[src/rtl/prog_loader_if.sv]
// prog_loader_if: byte-stream input, processor memory write port and processor control of the loader
interface prog_loader_if #(
   parameter int WIDTH = 32
);
   logic             in_valid;
   logic [7:0]       in_data;
   logic             in_ready;
   logic             memEn;
   logic [WIDTH-1:0] memAddr;
   logic [WIDTH-1:0] memData;
   logic             cpu_reset;
   logic             done;
   logic             error;
   modport master (
      input  in_valid, in_data,
      output in_ready, memEn, memAddr, memData, cpu_reset, done, error
   );
   modport slave (
      output in_valid, in_data,
      input  in_ready, memEn, memAddr, memData, cpu_reset, done, error
   );
endinterface

[src/rtl/prog_loader.sv]
// prog_loader: framed byte-stream loader writing a program image into processor memory
// Optional trailing XOR checksum byte is compiled in with PROG_LOADER_CHECKSUM_EN.
module prog_loader #(
   parameter int WIDTH     = 32,
   parameter int MEM_DEPTH = 16384,
   parameter int TIMEOUT   = 65535
) (
   input  logic          clock,
   input  logic          reset_n,
   prog_loader_if.master bus
);
   typedef enum logic [2:0] {
      IDLE, ADDR, LEN, CHECK, DATA,
`ifdef PROG_LOADER_CHECKSUM_EN
      CSUM,
`endif
      DONE, ERR
   } state_t;
`ifdef PROG_LOADER_CHECKSUM_EN
   localparam state_t LAST = CSUM;
`else
   localparam state_t LAST = DONE;
`endif
   localparam int TW = TIMEOUT > 1 ? $clog2(TIMEOUT + 1) : 1;
   state_t        state, nxt;
   logic [1:0]    cnt;
   logic [31:0]   base, len, k;
   logic [TW-1:0] tmo;
   logic [32:0]   span;
   logic          pend, fire, start, in_frame, tmo_hit;
`ifdef PROG_LOADER_CHECKSUM_EN
   logic [7:0]    csum;
`endif
   assign fire     = bus.in_valid && bus.in_ready;
   assign start    = fire && bus.in_data == 8'hA5 && (state == IDLE || state == DONE || state == ERR);
   assign in_frame = !(state inside {IDLE, CHECK, DONE, ERR});
   assign tmo_hit  = TIMEOUT != 0 && in_frame && !fire && 32'(tmo) + 32'd1 == 32'(TIMEOUT);
   assign span     = {1'b0, base} + {1'b0, len};
   always_ff @(posedge clock or negedge reset_n)
      if (!reset_n) state <= IDLE;
      else state <= nxt;
   always_comb begin
      nxt = state;
      case (state)
         IDLE, DONE, ERR: nxt = start ? ADDR : state;
         ADDR:  nxt = fire && cnt == 2'd3 ? LEN : ADDR;
         LEN:   nxt = fire && cnt == 2'd3 ? CHECK : LEN;
         CHECK: nxt = span > 33'(MEM_DEPTH) ? ERR : len == 32'd0 ? LAST : DATA;
         DATA:  nxt = fire && k == len - 32'd1 ? LAST : DATA;
`ifdef PROG_LOADER_CHECKSUM_EN
         CSUM:  nxt = fire ? (bus.in_data == csum ? DONE : ERR) : CSUM;
`endif
         default: nxt = IDLE;
      endcase
      if (tmo_hit) nxt = ERR;
   end
   // pend holds the processor in reset for the cycle in which the last payload write is still on the port
   always_comb begin
      bus.done      = state == DONE && !pend;
      bus.error     = state == ERR;
      bus.cpu_reset = state != DONE || pend;
   end
   always_ff @(posedge clock or negedge reset_n)
      if (!reset_n) begin
         bus.in_ready <= 1'b0;
         bus.memEn    <= 1'b0;
         bus.memAddr  <= '0;
         bus.memData  <= '0;
         cnt          <= '0;
         tmo          <= '0;
         base         <= '0;
         len          <= '0;
         k            <= '0;
         pend         <= 1'b0;
`ifdef PROG_LOADER_CHECKSUM_EN
         csum         <= '0;
`endif
      end else begin
         bus.in_ready <= nxt != CHECK;
         bus.memEn    <= fire && state == DATA;
         cnt          <= nxt != state ? 2'd0 : cnt + 2'(fire);
         tmo          <= (fire || nxt != state) ? '0 : tmo + TW'(1);
         k            <= state == DATA ? k + 32'(fire) : 32'd0;
         pend         <= state == DATA && nxt == DONE;
         if (fire && state == ADDR) base <= {bus.in_data, base[31:8]};
         if (fire && state == LEN) len <= {bus.in_data, len[31:8]};
         if (fire && state == DATA) begin
            bus.memAddr <= WIDTH'(base + k);
            bus.memData <= WIDTH'(bus.in_data);
         end
`ifdef PROG_LOADER_CHECKSUM_EN
         if (start) csum <= '0;
         else if (fire && state == DATA) csum <= csum ^ bus.in_data;
`endif
      end
endmodule

[src/flat_wrapper.sv]
// flat-port wrapper written by rule: the top's interface ports become plain ports
module prog_loader_flat 
#(
   parameter int WIDTH     = 32,
   parameter int MEM_DEPTH = 16384,
   parameter int TIMEOUT   = 65535
)
  (clock, reset_n, bus_in_valid, bus_in_data, bus_in_ready, bus_memEn, bus_memAddr, bus_memData, bus_cpu_reset, bus_done, bus_error);
  prog_loader_if #(.WIDTH(WIDTH)) bus_i ();
  input  logic clock;
  input  logic reset_n;
  input wire logic [$bits(bus_i.in_valid)-1:0] bus_in_valid;
  input wire logic [$bits(bus_i.in_data)-1:0] bus_in_data;
  output wire logic [$bits(bus_i.in_ready)-1:0] bus_in_ready;
  output wire logic [$bits(bus_i.memEn)-1:0] bus_memEn;
  output wire logic [$bits(bus_i.memAddr)-1:0] bus_memAddr;
  output wire logic [$bits(bus_i.memData)-1:0] bus_memData;
  output wire logic [$bits(bus_i.cpu_reset)-1:0] bus_cpu_reset;
  output wire logic [$bits(bus_i.done)-1:0] bus_done;
  output wire logic [$bits(bus_i.error)-1:0] bus_error;
  assign bus_i.in_valid = bus_in_valid;
  assign bus_i.in_data = bus_in_data;
  assign bus_in_ready = bus_i.in_ready;
  assign bus_memEn = bus_i.memEn;
  assign bus_memAddr = bus_i.memAddr;
  assign bus_memData = bus_i.memData;
  assign bus_cpu_reset = bus_i.cpu_reset;
  assign bus_done = bus_i.done;
  assign bus_error = bus_i.error;
  prog_loader #(.WIDTH(WIDTH), .MEM_DEPTH(MEM_DEPTH), .TIMEOUT(TIMEOUT)) u_core (.clock(clock), .reset_n(reset_n), .bus(bus_i));
endmodule
[config.mk]
export PLATFORM = sky130hd
export DESIGN_NAME = prog_loader_flat
export DESIGN_NICKNAME = d
export VERILOG_FILES = /design/src/rtl/prog_loader_if.sv /design/src/rtl/prog_loader.sv /design/src/flat_wrapper.sv
export SDC_FILE = /design/constraint.sdc
export NUM_CORES = 1
export LEC_CHECK = 0
export CAP_MARGIN = 15
export CORE_ASPECT_RATIO = 1.75
export CORE_MARGIN = 3
export CORE_UTILIZATION = 38
export CTS_BUF_LIST = sky130_fd_sc_hd__clkbuf_4 sky130_fd_sc_hd__clkbuf_8
export DETAILED_ROUTE_END_ITERATION = 12
export DONT_BUFFER_PORTS = 1
export GPL_ROUTABILITY_DRIVEN = 0
export GPL_TIMING_DRIVEN = 0
export PLACE_DENSITY = 0.49
export RECOVER_POWER = 50
export SYNTH_ARGS = -nofsm -noshare
export SYNTH_HDL_FRONTEND = slang
export SYNTH_SLANG_ARGS = --single-unit
export TNS_END_PERCENT = 30
[constraint.sdc]
create_clock -name clock -period 11.2 [get_ports clock]
set_input_delay 1.12 -clock clock [delete_from_list [all_inputs] [get_ports clock]]
set_output_delay 1.12 -clock clock [all_outputs]
set_load 0.02 [all_outputs]
After elaboration in Yosys (flattened, before gate mapping):

Cells that the tools add are included.

* eq/ne operators: 14
* shift-type cells: 0
* mux-type cells: 11
* reductions and logical operators: 23
* divide/modulo/power cells: 0
* $mul: 0
* bitwise operators: 0
* magnitude comparators: 1
* add/subtract/negate cells: 7

Operator list (count)
* adder 32 x 32 -> 33 bit: 1
* > comparator 33 x 15 -> 1 bit, second input constant: 1
* adder 32 x 1 -> 32 bit: 1
* adder 32 bit: 1
* equality test 32 x 16 -> 1 bit, second input constant: 1
* equality test 32 bit: 1
* zero test 32 bit: 1
* 2-to-1 mux 32 bit: 1
* subtractor 32 x 1 -> 32 bit, second input constant: 1
* adder 16 x 1 -> 17 bit, second input constant: 1
* adder 16 x 1 -> 16 bit, second input constant: 1
* 2-to-1 mux 16 bit: 1
* case mux 3 bit (5 select lines): 1
* equality test 3 bit, second input constant: 4
* logical AND 1 bit: 12
* 2-to-1 mux 3 bit: 3
* equality test 8 bit, second input constant: 1
* equality test 3 x 2 -> 1 bit, second input constant: 2
* logical OR 1 bit: 4
* 2-to-1 mux 2 bit: 2
* nonzero test 4 bit: 1
* equality test 3 x 1 -> 1 bit, second input constant: 1
* zero test 1 bit: 3
* zero test 3 bit: 1
* 7 further kinds: 9

* bits in latches: 0
* bits in read-only memories: 0
* memories kept: 0
* logic and storage cells: 67
* flip-flop bits (word level): 160
* bits in writable memories: 0
* input port bits: 11
* output and inout bits: 69

Longest topological paths before layout:

Gate-level depths: netlist (run 1).

* depth in word-level cells: 10
* depth in mapped cells: 15
* gate-level depth less buffers: 14

Worst setup path after synthesis (run 1):

OpenSTA, ideal clock, no wires.

* path type: register to register
* from: reg u_core.len[0]
* to: reg u_core.state[1]
* path buffers: 0
* data required time: 11074 ps
* cell stages (with the launch flop): 14
* setup slack: 7425 ps
* arrival time: 3650 ps
* period minus slack after synthesis: 3775 ps
* setup time: 126 ps
* path through: dfrtp_1 -> ha_1 -> fa_1 -> a211oi_1 -> o21bai_1 -> a21bo_1 -> a311o_1 -> a31o_1 -> xnor2_1 -> nand4_1 -> nor4b_4 -> nand3_1 -> or4_1 -> a221o_1

* cells in the longest elaborated chain, start to end: 5

Ends and longest elaborated chain
* start, declared: line prog_loader.sv:27 `logic [31:0] base, len, k;`
* start signal, assigned: line prog_loader.sv:86 `if (fire && state == LEN) len <= {bus.in_data, len[31:8]};`
* adder 32 x 32 -> 33 bit: line prog_loader.sv:38 `assign span = {1'b0, base} + {1'b0, len};`
* > comparator 33 x 15 -> 1 bit: line prog_loader.sv:48 `CHECK: nxt = span > 33'(MEM_DEPTH) ? ERR : len == 32'd0 ? LAST : DATA;`
* 2-to-1 mux 3 bit: line prog_loader.sv:48
* case mux 3 bit (5 select lines): line prog_loader.sv:44 `case (state)`
* 2-to-1 mux 3 bit: line prog_loader.sv:55 `if (tmo_hit) nxt = ERR;`
* named net u_core.nxt[1]: line prog_loader.sv:25 `state_t state, nxt;`
* end signal, assigned: line prog_loader.sv:41 `else state <= nxt;`
* end, declared: line prog_loader.sv:25

The timed path passes the listed nets, and every way through them passes these cells.
A chain may end at the register's enable or synchronous reset.

Worst setup path in the final report (run 1):

Ends and elaborated chain as after synthesis.

==> metrics.cfg, run 1 <==
[outcome]
status = finished with violations
violations = capacitance limit, slew limit

[route]
ant_nets = 0
dr.pass1.iters = 5
vias = 9680
routed_wl_um = 35100
drt-vias-per-instance = 5.56
drt_first_iter_violations = 441
drc = 0
wl_per_cell_um = 20.2

[cts]
cts_tree = built
h-tree-depth = 4
post_cts_buffers = 0
postCtsHoldBufs = 0
cts_root_buffer = clkbuf_8
insertion_delay_ps = 480
cts.sinks = 160
clockBufferDepth = 2
post_cts_resize_count = 0
cts_buffers = 17
clkTransAtPathRegs_ps = 100

[setup_path]
worstPathRequired_ps = 11570
cp-end-kind = flop
cp_data_arrival_time_ps = 4820
cp_max_fo = 5
worst-r2r-cell-count = 13
start_kind = flop
path_class = reg -> reg

[synth]
ys_seq_area_frac = 0.342
synth.cell_area_mm2 = 0.0117
synthArstFlopShare = 1.00
syn_inst = 1299
synth.area.top_cells = dfrtp_1 34%, ha_1 7.5%, mux2_2 6.1%
yosys_most_used_dff = dfrtp_1
yosys_warnings = 0
yosysMostFrequentCell = dfrtp_1
synth_edf_count = 0
yosysUniqueCellTypes = 88
synth_area_per_cell_um2 = 9.02
synth_area_leader_cell = dfrtp_1
synth-seq-cells = 160
synthTopCellsByCount = 160 x dfrtp_1, 144 x nand2_1, 88 x o21ai_0
synth_top_area_frac = 0.342

[finish]
instances_no_fill = 1742
area_delta_synth_final_pct = 8.58
drive_gt1_frac = 0.121
final_util = 0.421
diodes = 0
fin_nets = 1425

[die]
coreArea_mm2 = 0.0303
die_x_um = 139
rows = 84
start_util = 0.387
io_pins = 80
die_h_um = 238
die_area_mm2 = 0.0331

[pwr]
sequentialPowerShare = 0.474
power_switching_w = 0.000500
p_leak_nw = 5.95
sw_frac_of_total = 0.344
power_frac_comb = 0.201
cellInternalPower_w = 0.000951
irDropWorstVdd_v = 0.0000877
p_per_area_mw_per_mm2 = 114
power.share.clock = 0.325

[run]
maxCapViolCount = 1

[timing]
finalMaxSlewViolations = 8
max-slew-margin-rel = -0.0922
rsz0062_at_grt = false
hold_violations = 0
finalSetupTns_ps = 0
fmax_ghz = 0.225
fin_crit_sh = 0.397
worstMarginPinSlew_ps = 1630
skew_ps = 16.8
min_period_ps = 4440
finalSetupViolations = 0
layout_setup_ws_ps = 6760

[global_route]
grt_max_degree = 161
overflow = 0
use_met2 = 0.408
grt-busiest-layer = met2
grt_antenna_before_repair = 0
grt_pass1_vias = 9827
met3_usage = 0.0291
grt.total_usage = 0.212
grt_pass1_wl_um = 55300
use_met1 = 0.223

[placed_design]
dp_hpwl_um = 27600
dp.cells = 1710
post-place-ws_ps = 6500
port_buffers = 0

[hold_path]
min_path_type = in -> async

[final timing paths]
kind,end,slack [ps],start
worst max register to register,u_core.state[1]$_DFF_PN0_,6760,u_core.len[0]$_DFFE_PN0P_
max in group asynchronous,u_core.len[13]$_DFFE_PN0P_,10520,reset_n
worst max-delay path,u_core.state[1]$_DFF_PN0_,6760,u_core.len[0]$_DFFE_PN0P_
worst min register to register,u_core.tmo[0]$_DFF_PN0_,560,u_core.tmo[0]$_DFF_PN0_
min in group clock,u_core.tmo[0]$_DFF_PN0_,560,u_core.tmo[0]$_DFF_PN0_
worst min-delay path,u_core.bus.memAddr[14]$_DFFE_PN0P_,320,reset_n
[placed cells by master, fill, tap and decap left out, drive strengths merged, types with 4 or more instances in the layout]
master,count
o21a,10
mux2,63
nor2,85
and2,4
or4,7
a21o,25
o31ai,6
a211oi,16
inv,35
a31oi,8
nor4,16
nor2b,14
o22ai,5
nand2,144
nor3,39
nor3b,11
xor2,59
a21oi,79
or3,14
ha,70
clkinv,4
nand4,23
xnor2,75
conb,24
clkbuf,64
a2111oi,5
nand3,36
nand3b,10
nand2b,12
dfrtp,160
mux2i,6
o21ai,90
or2,5
buf,34
and3b,4
and3,19
o21bai,15
o211ai,6
[registers in the layout (all words and copies together), names as in the netlist]
name                 flops
u_core.bus.in_ready      1
u_core.k                32
u_core.bus.memAddr      32
u_core.state             3
u_core.len              32
u_core.bus.memEn         1
u_core.bus.memData       8
u_core.tmo              16
u_core.pend              1
u_core.base             32
u_core.cnt               2
[per-stage QoR]
step           area [um2]  hold slack, ps  total power [W]
6_report            12700             319          0.00145
5_1_grt             12700             276          0.00153
4_1_cts             12700             283          0.00147
3_5_place_dp        12300             541         0.000995
3_3_place_gp        12300             542         0.000993
2_1_floorplan       11800             497         0.000895
[cell families (layout without fill, tap and decap cells)]
family | Yosys count | after routing | share of synthesized area
compound gates | 303 | 303 | 0.165
xor+xnor | 134 | 134 | 0.100
fa+ha+maj | 73 | 73 | 0.0790
buf+inv | 108 | 141 | 0.0533
flops | 160 | 160 | 0.342
mux | 69 | 69 | 0.0656
other cells | 1 | 24 | 0.000320
simple gates | 451 | 451 | 0.195
[critical path: stages, from the launching register on]
cell and delay (ps):
dfrtp_1 480, ha_1 270, fa_1 410, a211oi_1 400, o21bai_1 170, a21bo_1 220
a311o_1 420, a31o_1 280, a211oi_2 240, mux2i_1 160, nor3_2 200, nand3_1 90
or4_1 600, a221o_1 380
[power groups by stage]
stage	combinational [W]	clock, W	sequential [W]
floorplan	0.000212	0	0.000684
global placement	0.000294	0	0.000700
detailed placement	0.000295	0	0.000700
CTS	0.000295	0.000485	0.000690
global route	0.000328	0.000509	0.000694
finish	0.000291	0.000472	0.000688
[area by class of cell]
class	count	area (um2)
multi-input combinational	1054	7180
tap	387	484
sequential	160	4000
clock buffer	21	289
timing repair buffer	1	3.75
buffer	77	508
clock inverter	11	143
fill	3050	17500
inverter	31	116
[routing by layer]
metal / vias to the layer above / part of all wire
li1: 4701 / -
met1: 4712 / 0.38
met2: 197 / 0.54
met3: 70 / 0.029
met4: 0 / 0.051
met5: - / 0
Note: power is estimated with default switching activity, not from simulation.
==> run 2: changes to the inputs <==
==> constraint.sdc (replaced) <==
create_clock -name clock -period 4.3 [get_ports clock]
set_input_delay 0.43 -clock clock [delete_from_list [all_inputs] [get_ports clock]]
set_output_delay 0.43 -clock clock [all_outputs]
set_load 0.02 [all_outputs]
==> metrics.cfg, run 2 (synthesized netlist as in run 1, its figures left out) <==
[cts]
cts_root_buffer = clkbuf_8
cts_tree = built
clkTransAtPathRegs_ps = 100  ; about the same
h-tree-depth = 4  ; unchanged
cts_buffers = 17  ; unchanged
cts.sinks = 160  ; unchanged
clockBufferDepth = 2  ; unchanged
insertion_delay_ps = 490  ; about the same

[finish]
final_common_cell = dfrtp_1
mostFrequentLayoutCells = 158 x dfrtp_1, 143 x nand2_1, 88 x o21ai_0, 83 x nor2_1, 78 x a21oi_1
nFillCells = 3044  ; -0.20%
fin_area_mm2 = 0.0128  ; +0.78%
regArea_mm2 = 0.00401  ; about the same
instances_no_fill = 1746  ; +0.23%
diodes = 0  ; unchanged
area_delta_synth_final_pct = 9.42
multi_input_area_mm2 = 0.00723  ; +0.70%
drive_gt1_frac = 0.133  ; +0.0122
fin_nets = 1429  ; +0.28%

[route]
top_layer_used = met4
drt_first_iter_violations = 401  ; -9.1%
vias = 9729  ; +0.51%
dr.pass1.iters = 5  ; unchanged
wl_met2_um = 19100  ; about the same
routed-wl-met3_um = 999  ; -0.79%
ant_nets = 0  ; unchanged
drt-vias-per-instance = 5.57  ; +0.28%
m1WireLength_um = 13200  ; about the same
wl_per_cell_um = 20.2  ; about the same
drc = 0  ; unchanged
routed_wl_um = 35200  ; +0.16%

[die]
die_x_um = 139  ; unchanged
coreArea_mm2 = 0.0303  ; unchanged
start_util = 0.387  ; unchanged
rows = 84  ; unchanged
io_pins = 80  ; unchanged
die_h_um = 238  ; unchanged
die_area_mm2 = 0.0331  ; unchanged

[timing]
fmax_ghz = 0.241  ; +6.9%
worst_hold_slack_ps = 41.1  ; -278 ps
fin_crit_sh = 0.967  ; +0.570
finalSetupViolations = 0  ; unchanged
max-slew-margin-rel = -0.540  ; -0.448
min_period_ps = 4160  ; -287 ps
worstMarginPinSlew_ps = 2310  ; +684 ps
rsz0062_at_grt = false
skew_ps = 15.2  ; -1.54 ps
finalMaxSlewViolations = 161  ; +153
hold_violations = 0  ; unchanged

[global_route]
grt_max_degree = 161  ; unchanged
grt_antenna_before_repair = 0  ; unchanged
grt.total_usage = 0.212  ; about the same
grt_pass1_vias = 9852  ; +0.25%
overflow = 0  ; unchanged
grt_pass1_wl_um = 55300  ; about the same

[hold_path]
whs_path_depth = 2
min_path_type = in -> reg

[setup_path]
cp_data_arrival_time_ps = 4540  ; -280 ps
cp_max_fo = 3  ; -2
cp-end-kind = flop
start_kind = flop
worstPathRequired_ps = 4680  ; -6890 ps
path_class = reg -> reg
worst-r2r-cell-count = 13  ; unchanged

[placed_design]
place_area_mm2 = 0.0123  ; unchanged
dp.cells = 1710  ; unchanged
dp_hpwl_um = 27600  ; unchanged
port_buffers = 0  ; unchanged

[outcome]
status = finished with violations
violations = capacitance limit, slew limit

[pwr]
p_per_area_mw_per_mm2 = 300  ; +160%
irDropWorstVdd_v = 0.000272  ; +210%
power_w = 0.00385  ; +170%
p_leak_nw = 5.97  ; +0.32%

[run]
maxCapViolCount = 1  ; unchanged

==> run 2: worst paths after layout <==
kind	startpoint	to	slack, ps
setup / recovery	u_core.base[0]$_DFFE_PN0P_	u_core.state[1]$_DFF_PN0_	140
hold / removal	bus_in_data[5]	u_core.bus.memData[5]$_DFFE_PN0P_	40
setup reg to reg	u_core.base[0]$_DFFE_PN0P_	u_core.state[1]$_DFF_PN0_	140
hold reg to reg	u_core.tmo[15]$_DFF_PN0_	u_core.tmo[15]$_DFF_PN0_	560
max in group asynchronous	reset_n	u_core.base[0]$_DFFE_PN0P_	1530
min in group asynchronous	reset_n	u_core.bus.memAddr[1]$_DFFE_PN0P_	1080
==> run 2: routing by layer <==
layer / up-vias / track usage
met3: 74 / 0.0287
met2: 218 / 0.408
met5: - / 0
li1: 4708 / -
met1: 4729 / 0.223
met4: 0 / 0.107
==> run 2: power breakdown <==
group / total [W] / switching (W) / internal (W)
Clock: 0.00123 / 0.000635 / 0.000594
Sequential: 0.00179 / 0.000183 / 0.00161
Combinational: 0.000833 / 0.000524 / 0.000309
==> run 2: worst max-delay path, stage by stage (launching register included) <==
cell and delay (ps):
dfrtp_2 470, ha_1 230, fa_2 370, a211oi_2 260, o21bai_1 140, a21bo_1 220, a311o_1 420, a31o_1 280
a211oi_2 330, mux2i_2 140, nor3_2 190, nand3_1 100, or4_4 540, a221o_1 360
==> run 2: metrics by stage <==
stage / worst slack [ps] / TNS (ps) / util
finish: 143 / 0 / 0.424
global route: 21.2 / 0 / 0.424
CTS: 30.4 / 0 / 0.422
detailed placement: -159 / -159 / 0.406
global placement: -152 / -499 / 0.406
floorplan: 525 / 0 / -
==> run 2: repair_timing <==
action	in CTS	in global routing
hold buffers	2	0
endpoints found under the setup margin	8	19
buffers inserted	0	2
endpoints found under the hold margin	160	0
resized for setup	4	12
pin swaps	0	3
==> run 2: final cells by class <==
cell class | count | share of cell area
multi-input combinational | 1054 | 0.564
sequential | 160 | 0.312
buffer | 77 | 0.0396
tap | 387 | 0.0377
clock buffer | 21 | 0.0225
clock inverter | 11 | 0.0111
inverter | 31 | 0.00907
timing repair buffer | 5 | 0.00390
